### src/rtl/vixen_mem_pkg.sv
// Shared types and constants for the memory-port arbitration logic.
//   owner_t              : which requester owns a grant or an in-flight read
//   STARVE_LIMIT_DEFAULT : default denied-cycle count before a forced DMA grant
//   ADDR_W / DATA_W      : memory port 1 address and data widths
package vixen_mem_pkg;

  localparam int unsigned ADDR_W               = 16;
  localparam int unsigned DATA_W               = 16;
  localparam int unsigned STARVE_LIMIT_DEFAULT = 8;

  typedef enum logic [1:0] {
    NONE,
    CPU,
    DMA
  } owner_t;

endpackage

### src/rtl/mem_arbiter_if.sv
// Bundle of the CPU request, DMA request and memory port 1 signals around the
// arbiter.
//   slave  : arbiter view (takes CPU/DMA requests and mem_rdata, drives grants
//            and the memory port)
//   master : system view (drives requests and mem_rdata, observes the rest)
interface mem_arbiter_if;

  // CPU side
  logic                              cpu_en;
  logic                              cpu_wr;
  logic                              cpu_wide;
  logic [vixen_mem_pkg::ADDR_W-1:0]  cpu_addr;
  logic [vixen_mem_pkg::DATA_W-1:0]  cpu_wdata;
  logic [vixen_mem_pkg::DATA_W-1:0]  cpu_rdata;
  logic                              cpu_wait;

  // DMA side
  logic                              dma_req;
  logic                              dma_wr;
  logic                              dma_wide;
  logic [vixen_mem_pkg::ADDR_W-1:0]  dma_addr;
  logic [vixen_mem_pkg::DATA_W-1:0]  dma_wdata;
  logic                              dma_ack;
  logic [vixen_mem_pkg::DATA_W-1:0]  dma_rdata;
  logic                              dma_rvalid;

  // Memory port 1
  logic                              mem_en;
  logic                              mem_wr;
  logic                              mem_wide;
  logic [vixen_mem_pkg::ADDR_W-1:0]  mem_addr;
  logic [vixen_mem_pkg::DATA_W-1:0]  mem_wdata;
  logic [vixen_mem_pkg::DATA_W-1:0]  mem_rdata;

  modport slave (
    input  cpu_en, cpu_wr, cpu_wide, cpu_addr, cpu_wdata,
    input  dma_req, dma_wr, dma_wide, dma_addr, dma_wdata,
    input  mem_rdata,
    output cpu_rdata, cpu_wait,
    output dma_ack, dma_rdata, dma_rvalid,
    output mem_en, mem_wr, mem_wide, mem_addr, mem_wdata
  );

  modport master (
    output cpu_en, cpu_wr, cpu_wide, cpu_addr, cpu_wdata,
    output dma_req, dma_wr, dma_wide, dma_addr, dma_wdata,
    output mem_rdata,
    input  cpu_rdata, cpu_wait,
    input  dma_ack, dma_rdata, dma_rvalid,
    input  mem_en, mem_wr, mem_wide, mem_addr, mem_wdata
  );

endinterface

### src/rtl/mem_arb_starve.sv
// DMA starvation counter. Counts consecutive cycles in which the DMA request
// is pending but not granted, saturating at STARVE_LIMIT, and raises
// force_dma once the limit is reached.
//   clk, nreset : system clock, asynchronous active-low reset
//   dma_req     : DMA request pending
//   dma_grant   : DMA granted this cycle
//   force_dma   : DMA must be granted this cycle, ahead of the CPU
module mem_arb_starve
  import vixen_mem_pkg::*;
#(
  parameter int unsigned STARVE_LIMIT = STARVE_LIMIT_DEFAULT
) (
  input  logic clk,
  input  logic nreset,
  input  logic dma_req,
  input  logic dma_grant,
  output logic force_dma
);

  localparam logic [7:0] Limit = 8'(STARVE_LIMIT);

  logic [7:0] starve_cnt_q, starve_cnt_d;

  always_comb begin
    starve_cnt_d = starve_cnt_q;
    if (!dma_req || dma_grant) begin
      starve_cnt_d = '0;
    end else if (starve_cnt_q != Limit) begin
      starve_cnt_d = starve_cnt_q + 8'd1;
    end
  end

  always_ff @(posedge clk or negedge nreset) begin
    if (!nreset) begin
      starve_cnt_q <= '0;
    end else begin
      starve_cnt_q <= starve_cnt_d;
    end
  end

  // With a limit of 0 this holds whenever dma_req is high: DMA always wins.
  assign force_dma = dma_req && (starve_cnt_q == Limit);

endmodule

### src/rtl/mem_arbiter.sv
// Two-requester arbiter for memory port 1. The CPU wins by default, the DMA
// master takes idle cycles, and a starved DMA request is forced through with
// a one-cycle CPU stall. Read data is routed back by remembering who issued
// the previous cycle's read.
//   clk, nreset : system clock, asynchronous active-low reset
//   bus         : CPU request, DMA request and memory port signals (slave view)
module mem_arbiter
  import vixen_mem_pkg::*;
#(
  parameter int unsigned STARVE_LIMIT = STARVE_LIMIT_DEFAULT
) (
  input logic          clk,
  input logic          nreset,
  mem_arbiter_if.slave bus
);

  logic   force_dma;
  owner_t grant;
  owner_t rd_owner_q, rd_owner_d;

  mem_arb_starve #(
    .STARVE_LIMIT (STARVE_LIMIT)
  ) u_starve (
    .clk       (clk),
    .nreset    (nreset),
    .dma_req   (bus.dma_req),
    .dma_grant (bus.dma_ack),
    .force_dma (force_dma)
  );

  // Grant is combinational; nothing is granted while reset is held so the
  // memory never sees a stray access during reset.
  always_comb begin
    grant = NONE;
    if (nreset) begin
      if (force_dma) begin
        grant = DMA;
      end else if (bus.cpu_en) begin
        grant = CPU;
      end else if (bus.dma_req) begin
        grant = DMA;
      end
    end
  end

  always_comb begin
    bus.cpu_wait  = nreset && bus.cpu_en && force_dma;
    bus.dma_ack   = (grant == DMA);
    bus.mem_en    = (grant != NONE);
    bus.mem_wr    = bus.cpu_wr;
    bus.mem_wide  = bus.cpu_wide;
    bus.mem_addr  = bus.cpu_addr;
    bus.mem_wdata = bus.cpu_wdata;
    if (grant == DMA) begin
      bus.mem_wr    = bus.dma_wr;
      bus.mem_wide  = bus.dma_wide;
      bus.mem_addr  = bus.dma_addr;
      bus.mem_wdata = bus.dma_wdata;
    end
  end

  // Only reads produce a response next cycle.
  always_comb begin
    rd_owner_d = NONE;
    if (grant != NONE && !bus.mem_wr) begin
      rd_owner_d = grant;
    end
  end

  always_ff @(posedge clk or negedge nreset) begin
    if (!nreset) begin
      rd_owner_q <= NONE;
    end else begin
      rd_owner_q <= rd_owner_d;
    end
  end

  assign bus.dma_rvalid = (rd_owner_q == DMA);
  assign bus.dma_rdata  = bus.mem_rdata;
  assign bus.cpu_rdata  = bus.mem_rdata;

endmodule

### src/flat_wrapper.sv
// flat-port wrapper written by rule: the top's interface ports become plain ports
module mem_arbiter_flat import vixen_mem_pkg::*;
#(
  parameter int unsigned STARVE_LIMIT = STARVE_LIMIT_DEFAULT
)
  (clk, nreset, bus_cpu_en, bus_cpu_wr, bus_cpu_wide, bus_cpu_addr, bus_cpu_wdata, bus_dma_req, bus_dma_wr, bus_dma_wide, bus_dma_addr, bus_dma_wdata, bus_mem_rdata, bus_cpu_rdata, bus_cpu_wait, bus_dma_ack, bus_dma_rdata, bus_dma_rvalid, bus_mem_en, bus_mem_wr, bus_mem_wide, bus_mem_addr, bus_mem_wdata);
  mem_arbiter_if bus_i ();
  input logic clk;
  input logic nreset;
  input wire logic [$bits(bus_i.cpu_en)-1:0] bus_cpu_en;
  input wire logic [$bits(bus_i.cpu_wr)-1:0] bus_cpu_wr;
  input wire logic [$bits(bus_i.cpu_wide)-1:0] bus_cpu_wide;
  input wire logic [$bits(bus_i.cpu_addr)-1:0] bus_cpu_addr;
  input wire logic [$bits(bus_i.cpu_wdata)-1:0] bus_cpu_wdata;
  input wire logic [$bits(bus_i.dma_req)-1:0] bus_dma_req;
  input wire logic [$bits(bus_i.dma_wr)-1:0] bus_dma_wr;
  input wire logic [$bits(bus_i.dma_wide)-1:0] bus_dma_wide;
  input wire logic [$bits(bus_i.dma_addr)-1:0] bus_dma_addr;
  input wire logic [$bits(bus_i.dma_wdata)-1:0] bus_dma_wdata;
  input wire logic [$bits(bus_i.mem_rdata)-1:0] bus_mem_rdata;
  output wire logic [$bits(bus_i.cpu_rdata)-1:0] bus_cpu_rdata;
  output wire logic [$bits(bus_i.cpu_wait)-1:0] bus_cpu_wait;
  output wire logic [$bits(bus_i.dma_ack)-1:0] bus_dma_ack;
  output wire logic [$bits(bus_i.dma_rdata)-1:0] bus_dma_rdata;
  output wire logic [$bits(bus_i.dma_rvalid)-1:0] bus_dma_rvalid;
  output wire logic [$bits(bus_i.mem_en)-1:0] bus_mem_en;
  output wire logic [$bits(bus_i.mem_wr)-1:0] bus_mem_wr;
  output wire logic [$bits(bus_i.mem_wide)-1:0] bus_mem_wide;
  output wire logic [$bits(bus_i.mem_addr)-1:0] bus_mem_addr;
  output wire logic [$bits(bus_i.mem_wdata)-1:0] bus_mem_wdata;
  assign bus_i.cpu_en = bus_cpu_en;
  assign bus_i.cpu_wr = bus_cpu_wr;
  assign bus_i.cpu_wide = bus_cpu_wide;
  assign bus_i.cpu_addr = bus_cpu_addr;
  assign bus_i.cpu_wdata = bus_cpu_wdata;
  assign bus_i.dma_req = bus_dma_req;
  assign bus_i.dma_wr = bus_dma_wr;
  assign bus_i.dma_wide = bus_dma_wide;
  assign bus_i.dma_addr = bus_dma_addr;
  assign bus_i.dma_wdata = bus_dma_wdata;
  assign bus_i.mem_rdata = bus_mem_rdata;
  assign bus_cpu_rdata = bus_i.cpu_rdata;
  assign bus_cpu_wait = bus_i.cpu_wait;
  assign bus_dma_ack = bus_i.dma_ack;
  assign bus_dma_rdata = bus_i.dma_rdata;
  assign bus_dma_rvalid = bus_i.dma_rvalid;
  assign bus_mem_en = bus_i.mem_en;
  assign bus_mem_wr = bus_i.mem_wr;
  assign bus_mem_wide = bus_i.mem_wide;
  assign bus_mem_addr = bus_i.mem_addr;
  assign bus_mem_wdata = bus_i.mem_wdata;
  mem_arbiter #(.STARVE_LIMIT(STARVE_LIMIT)) u_core (.clk(clk), .nreset(nreset), .bus(bus_i));
endmodule
### config.mk
export PLATFORM = sky130hd
export DESIGN_NAME = mem_arbiter_flat
export DESIGN_NICKNAME = d
export VERILOG_FILES = /design/src/rtl/vixen_mem_pkg.sv /design/src/rtl/mem_arbiter_if.sv /design/src/rtl/mem_arb_starve.sv /design/src/rtl/mem_arbiter.sv /design/src/flat_wrapper.sv
export SDC_FILE = /design/constraint.sdc
export NUM_CORES = 1
export LEC_CHECK = 0
export ABC_AREA = 1
export BUFFER_PORTS_ARGS = -buffer_cell sky130_fd_sc_hd__buf_2
export CAP_MARGIN = 20
export CELL_PAD_IN_SITES_DETAIL_PLACEMENT = 0
export CELL_PAD_IN_SITES_GLOBAL_PLACEMENT = 1
export CORE_UTILIZATION = 20
export CTS_BUF_LIST = sky130_fd_sc_hd__clkbuf_8
export DETAILED_ROUTE_END_ITERATION = 6
export GPL_ROUTABILITY_DRIVEN = 1
export PLACE_DENSITY = 0.83
export SYNTH_ARGS = -nofsm -noshare
export SYNTH_HDL_FRONTEND = slang
export SYNTH_SLANG_ARGS = --single-unit
export TNS_END_PERCENT = 50
### constraint.sdc
create_clock -name clk -period 4.3 [get_ports clk]
set_clock_uncertainty 0.05 [all_clocks]
set_input_delay 0.86 -clock clk [delete_from_list [all_inputs] [get_ports clk]]
set_output_delay 0.86 -clock clk [all_outputs]
set_load 0.02 [all_outputs]
# Word-level counts from Yosys, hierarchy flattened
# Index checks and enable logic that the tools add are counted.
[word_totals] ram_bits=0 register_bits=10 in_bits=88 latch_bits=0 n_memories=0 romBits=0 output_inout_bits=70
[op_classes] bitwise=0 n_eq_ne=4 shifts=0 div=0 n_lt_le_gt_ge=0 muxes=11 n_reduce_logical=9 add_sub_neg=1 mul=0
[ops] cell="2-to-1 mux 16 bit" count=2
[ops] cell="2-to-1 mux 8 bit" count=2
[ops] cell="2-to-1 mux 2 bit" count=5
[ops] cell="adder 8 x 1 -> 8 bit, second input constant" count=1
[ops] cell="== test 8 x 4 -> 1 bit, second input constant" count=1
[ops] cell="inequality test 8 x 4 -> 1 bit, second input constant" count=1
[ops] cell="== test 2 bit, second input constant" count=2
[ops] cell="logical AND 1 bit" count=4
[ops] cell="nonzero test 2 bit" count=2
[ops] cell="zero test 1 bit" count=2
[ops] cell="2-to-1 mux 1 bit" count=2
[ops] cell="logical OR 1 bit" count=1

# Longest topological paths before layout
[logic_depth] ltp_word=9 ltp_mapped=9 ltp_nobuf=8

# Cells and area by module
# A second synthesis with hierarchy kept.
[unflattened] hier_cells=219 hier_area_um2=1302.5
[modules_own_cells] module="mem_arbiter" cells_each=156 area_each_um2=847.1 instances=1
[modules_own_cells] module="mem_arb_starve" cells_each=63 area_each_um2=455.4 instances=1

# Worst setup path before layout
# Ideal clock, no wire load.
[synth_timing] path_type="input port to output port" from="in bus_dma_req" to="out bus_mem_wdata[10]" path_stages=7 setup_slack_ns=1.867 arrival_ns=1.523 cell_sequence="nand2_1 inv_1 nand2_2 inv_2 buf_6 nand2_1 nand2_1"
[synth_via] elab_chain_cells=6 elab_cells_between_ends=7 classes_between="eq/ne: 1; mux: 5; reduce/logical: 1"
[synth_rtl] item="start, declared" line_no="flat_wrapper.sv:15" rtl="input wire logic [$bits(bus_i.dma_req)-1:0] bus_dma_req;"
[synth_rtl] item="2-to-1 mux 2 bit" line_no="mem_arbiter.sv:40" rtl="end else if (bus.dma_req) begin"
[synth_rtl] item="2-to-1 mux 2 bit" line_no="mem_arbiter.sv:38" rtl="end else if (bus.cpu_en) begin"
[synth_rtl] item="2-to-1 mux 2 bit *" line_no="mem_arbiter.sv:36" rtl="if (force_dma) begin"
[synth_rtl] item="2-to-1 mux 2 bit *" line_no="mem_arbiter.sv:35" rtl="if (nreset) begin"
[synth_rtl] item="== test 2 bit *"
[synth_rtl] item="net bus_dma_ack" line_no="flat_wrapper.sv:23" rtl="output wire logic [$bits(bus_i.dma_ack)-1:0] bus_dma_ack;"
[synth_rtl] item="2-to-1 mux 16 bit *" line_no="mem_arbiter.sv:54" rtl="if (grant == DMA) begin"
[synth_rtl] item="end, declared" line_no="flat_wrapper.sv:30" rtl="output wire logic [$bits(bus_i.mem_wdata)-1:0] bus_mem_wdata;"
# The timed path passes the listed nets; every way through them passes the cells marked *.

# Final worst setup path
[layout_timing] from="in nreset" to="out bus_mem_addr[5]"
[layout_via] elab_chain_cells=3
[layout_rtl] item="start, declared" line_no="flat_wrapper.sv:9" rtl="input logic nreset;"
[layout_rtl] item="2-to-1 mux 2 bit" line_no="mem_arbiter.sv:35"
[layout_rtl] item="== test 2 bit" line_no="mem_arbiter.sv:54"
[layout_rtl] item="2-to-1 mux 16 bit" line_no="mem_arbiter.sv:54"
[layout_rtl] item="end, declared" line_no="flat_wrapper.sv:29" rtl="output wire logic [$bits(bus_i.mem_addr)-1:0] bus_mem_addr;"
# No other way between the ends.

==> results by group <==
Outcome
  • Status: complete, no violations

Drt
  • Met3 WL post-DR: around 400 um
  • Starting DRT DRC Count: 20
  • Vias per cell: 3.98
  • Drt drc: 0
  • Highest routed layer: met4
  • Met2 WL: between 1.5 and 2 mm
  • Met1 wire length: between 1 and 1.5 mm
  • Via count: around 1400
  • Post-Route WL: roughly 3.6 mm
  • Drt pass-1 iters: 4
  • DR WL/cell: roughly 10 um
  • ANT nets after route: 0

Clocking
  • Count of cells resized by post-cts repair: 0
  • Reg clk slew, reported paths: roughly 50 ps
  • Post-CTS Hold Fix Bufs: 0
  • Clock Tree Root: clkbuf_8
  • Post-CTS setup repair buffer count: 0
  • TritonCTS clock tree: done
  • Longest Clk Path Bufs: 2
  • CTS Buf Count: 3
  • Total clock sinks: 10
  • Skew-Pair Late Insertion Delay: 230 ps
  • # H-tree levels: 1

Timing
  • Peak Freq: around 320 MHz
  • Tightest Pin Transition: around 550 ps
  • Min Tclk post-route: between 3000 and 4000 ps
  • Final setup viols: 0
  • Count of pins over their slew limit: 0
  • RSZ-0062 raised after global routing: no
  • Final period util: 0.729
  • Final hold vios: 0
  • Worst rel slew slack: 0.632
  • Setup TNS: 0 ps

Synth
  • Synth top area share: 0.345
  • Yosys warning count: 0
  • Largest cells by area after synthesis: nand2_1 (34%), dfrtp_1 (20%), buf_4 (19%)
  • Syn avg cell area: about 6.0 sq um
  • Mapped Area: between 1000 and 1500 sq um
  • Synthesized flop and latch total: 10
  • Register area share after synthesis: 0.202
  • Cell accounting for the most synthesized area: nand2_1
  • Yosys cell types: 17
  • Net Count, Synth: between 200 and 300
  • Synth Instances: around 210

Floorplan
  • CORE AREA: 5960 sq um
  • Initial Util: 0.208
  • # IOs: 158
  • Die H: 80.8 um
  • Core Rows: 28
  • Die Wd: between 80 and 90 um
  • Die area: approximately 6500 sq um

Pwr
  • Switching share of power: 0.338
  • Gate power share: 0.388
  • Reg power frac: 0.282
  • Cell Pwr Density: roughly 220 nW/um^2
  • Leak pwr: approximately 1.0 nW
  • P_sw: between 0.1 and 0.15 mW
  • Peak VDD IR: 0.000175 V
  • Pint: between 0.2 and 0.25 mW
  • Clk pwr share: 0.329

Critical path
  • Crit Path Class: input pin to output pin
  • Worst path most repeated cell: nand2_1
  • CP Launch Point: nreset
  • CP Buf/Inv Count: 4
  • Worst-path cell chain: buf_2, nand2_1, inv_1, nand2_2, inv_2, nand2_1, nand2_1, buf_2
  • Slowest-stage cell, CP: inv_2
  • CP Capture Type: output pin
  • Critical Path RT: roughly 3400 ps
  • CP delay by family, top: buffers and inverters
  • Crit path max fanout: 34
  • Startpoint types: input pin
  • CP arrival: approximately 2200 ps
  • CP peak stage delay: roughly 400 ps
  • RR Startpoint: u_core.u_starve.starve_cnt_q[0]$_DFFE_PN0P_

Finish
  • Post-route cell area: roughly 1600 sq um
  • Most common cell after layout, fill and taps aside: nand2_1
  • Area Overhead vs Synth: 30.8%
  • Layout cells sized above 1: 0.418
  • Final core occ: 0.273
  • Nets: 373
  • Most frequent cells in the layout: nand2_1 (114), buf_2 (109), nor2_1 (16)
  • ANT cells: 0

Global route
  • Largest net degree at the start of global routing: 38
  • First-pass GRT wire length: roughly 5 mm
  • Initial antenna violation count: 0
  • Vias in the first global route: around 1100
  • GR Overflow Total: 0
  • Total track usage: 0.0974

Placement
  • Placed cell area: approximately 1600 sq um
  • Post-DP HPWL: 2.83 mm
  • Placer Congestion: 0.837
  • Buffers on Ports: about 110

Job
  • Max_cap viols: 0

Hold path
  • HP Class: input pin to async pin
## cells by family after synthesis
| kind of cell | Yosys count | share of synthesized area |
|---|---|---|
| flip-flops | 10 | 0.202 |
| buffers and inverters | 48 | 0.284 |
| AO/OA/AOI/OAI | 5 | 0.0333 |
| XOR/XNOR | 4 | 0.0282 |
| AND/OR/NAND/NOR | 138 | 0.432 |
| adder cells (fa/ha/maj) | 2 | 0.0202 |
## layer usage
metal  up-vias  GRT usage
met2        85      0.180
met4         0     0.0286
met3         5     0.0169
met1       584      0.114
li1        747          -
met5         -          0
## Yosys cell counts
| cell type | instances |
|---|---|
| buf_6 | 7 |
| nor2_1 | 16 |
| inv_2 | 1 |
| nand4_1 | 2 |
| o21ai_2 | 1 |
| dfrtp_1 | 10 |
| ha_1 | 2 |
| inv_1 | 8 |
| nand3_2 | 1 |
| nand2_2 | 1 |
| buf_4 | 32 |
| nand2_1 | 114 |
| nand3_1 | 4 |
| xnor2_1 | 1 |
| o2111ai_1 | 3 |
| a31oi_1 | 1 |
| xor2_1 | 3 |
## flip-flops by register name, summed over array words and instances, names as in the netlist
signal and cells:
u_core.u_starve.starve_cnt_q 8, u_core.rd_owner_q 2
## stage by stage
stage | cells | hold WS, ps | total power, mW | setup WS [ps]
floorplan | 207 | 447 | 0.219 | 1870
global placement | 353 | 475 | 0.238 | 1140
detailed placement | 353 | 490 | 0.239 | 1120
CTS | 357 | 457 | 0.354 | 1120
global route | 357 | 463 | 0.376 | 983
finish | 357 | 453 | 0.351 | 1160
## power by group through the flow
stage                     clock (mW)  sequential (mW)  combinational [mW]
after floorplan                    0           0.0998               0.119
after global placement             0            0.100               0.137
after detailed placement           0            0.100               0.138
after CTS                      0.116           0.0991               0.139
after global routing           0.124           0.0993               0.153
final                          0.116           0.0990               0.136
## final timing paths
| check | to | slack (ps) | depth (start not counted) |
|---|---|---|---|
| max | bus_mem_addr[5] | 1160 | 8 |
| max reg2reg | u_core.u_starve.starve_cnt_q[6]$_DFFE_PN0P_ | 2610 | 8 |
| min reg2reg | u_core.u_starve.starve_cnt_q[7]$_DFFE_PN0P_ | 500 | 2 |
| max in group asynchronous | u_core.u_starve.starve_cnt_q[2]$_DFFE_PN0P_ | 3520 | 1 |
| min | u_core.u_starve.starve_cnt_q[1]$_DFFE_PN0P_ | 450 | 1 |
| min in group clk | u_core.u_starve.starve_cnt_q[7]$_DFFE_PN0P_ | 500 | 2 |
## worst reg2reg max path: stages (launching register included)
cell     delay [ps]
dfrtp_1         400
inv_1            80
ha_1            220
nand3_2          90
o21ai_2          70
nand2_2          70
buf_4           330
nand2_1         180
nor2_1          120
## area by class of cell
cell class | count | area, sq um
multi-input cells | 149 | 638
well taps | 75 | 93.8
flip-flops and latches | 10 | 250
repair buffers | 110 | 553
fillers | 677 | 4330
clock buffers | 4 | 55.1
inverters | 9 | 33.8
(Power assumes the default switching activity.)
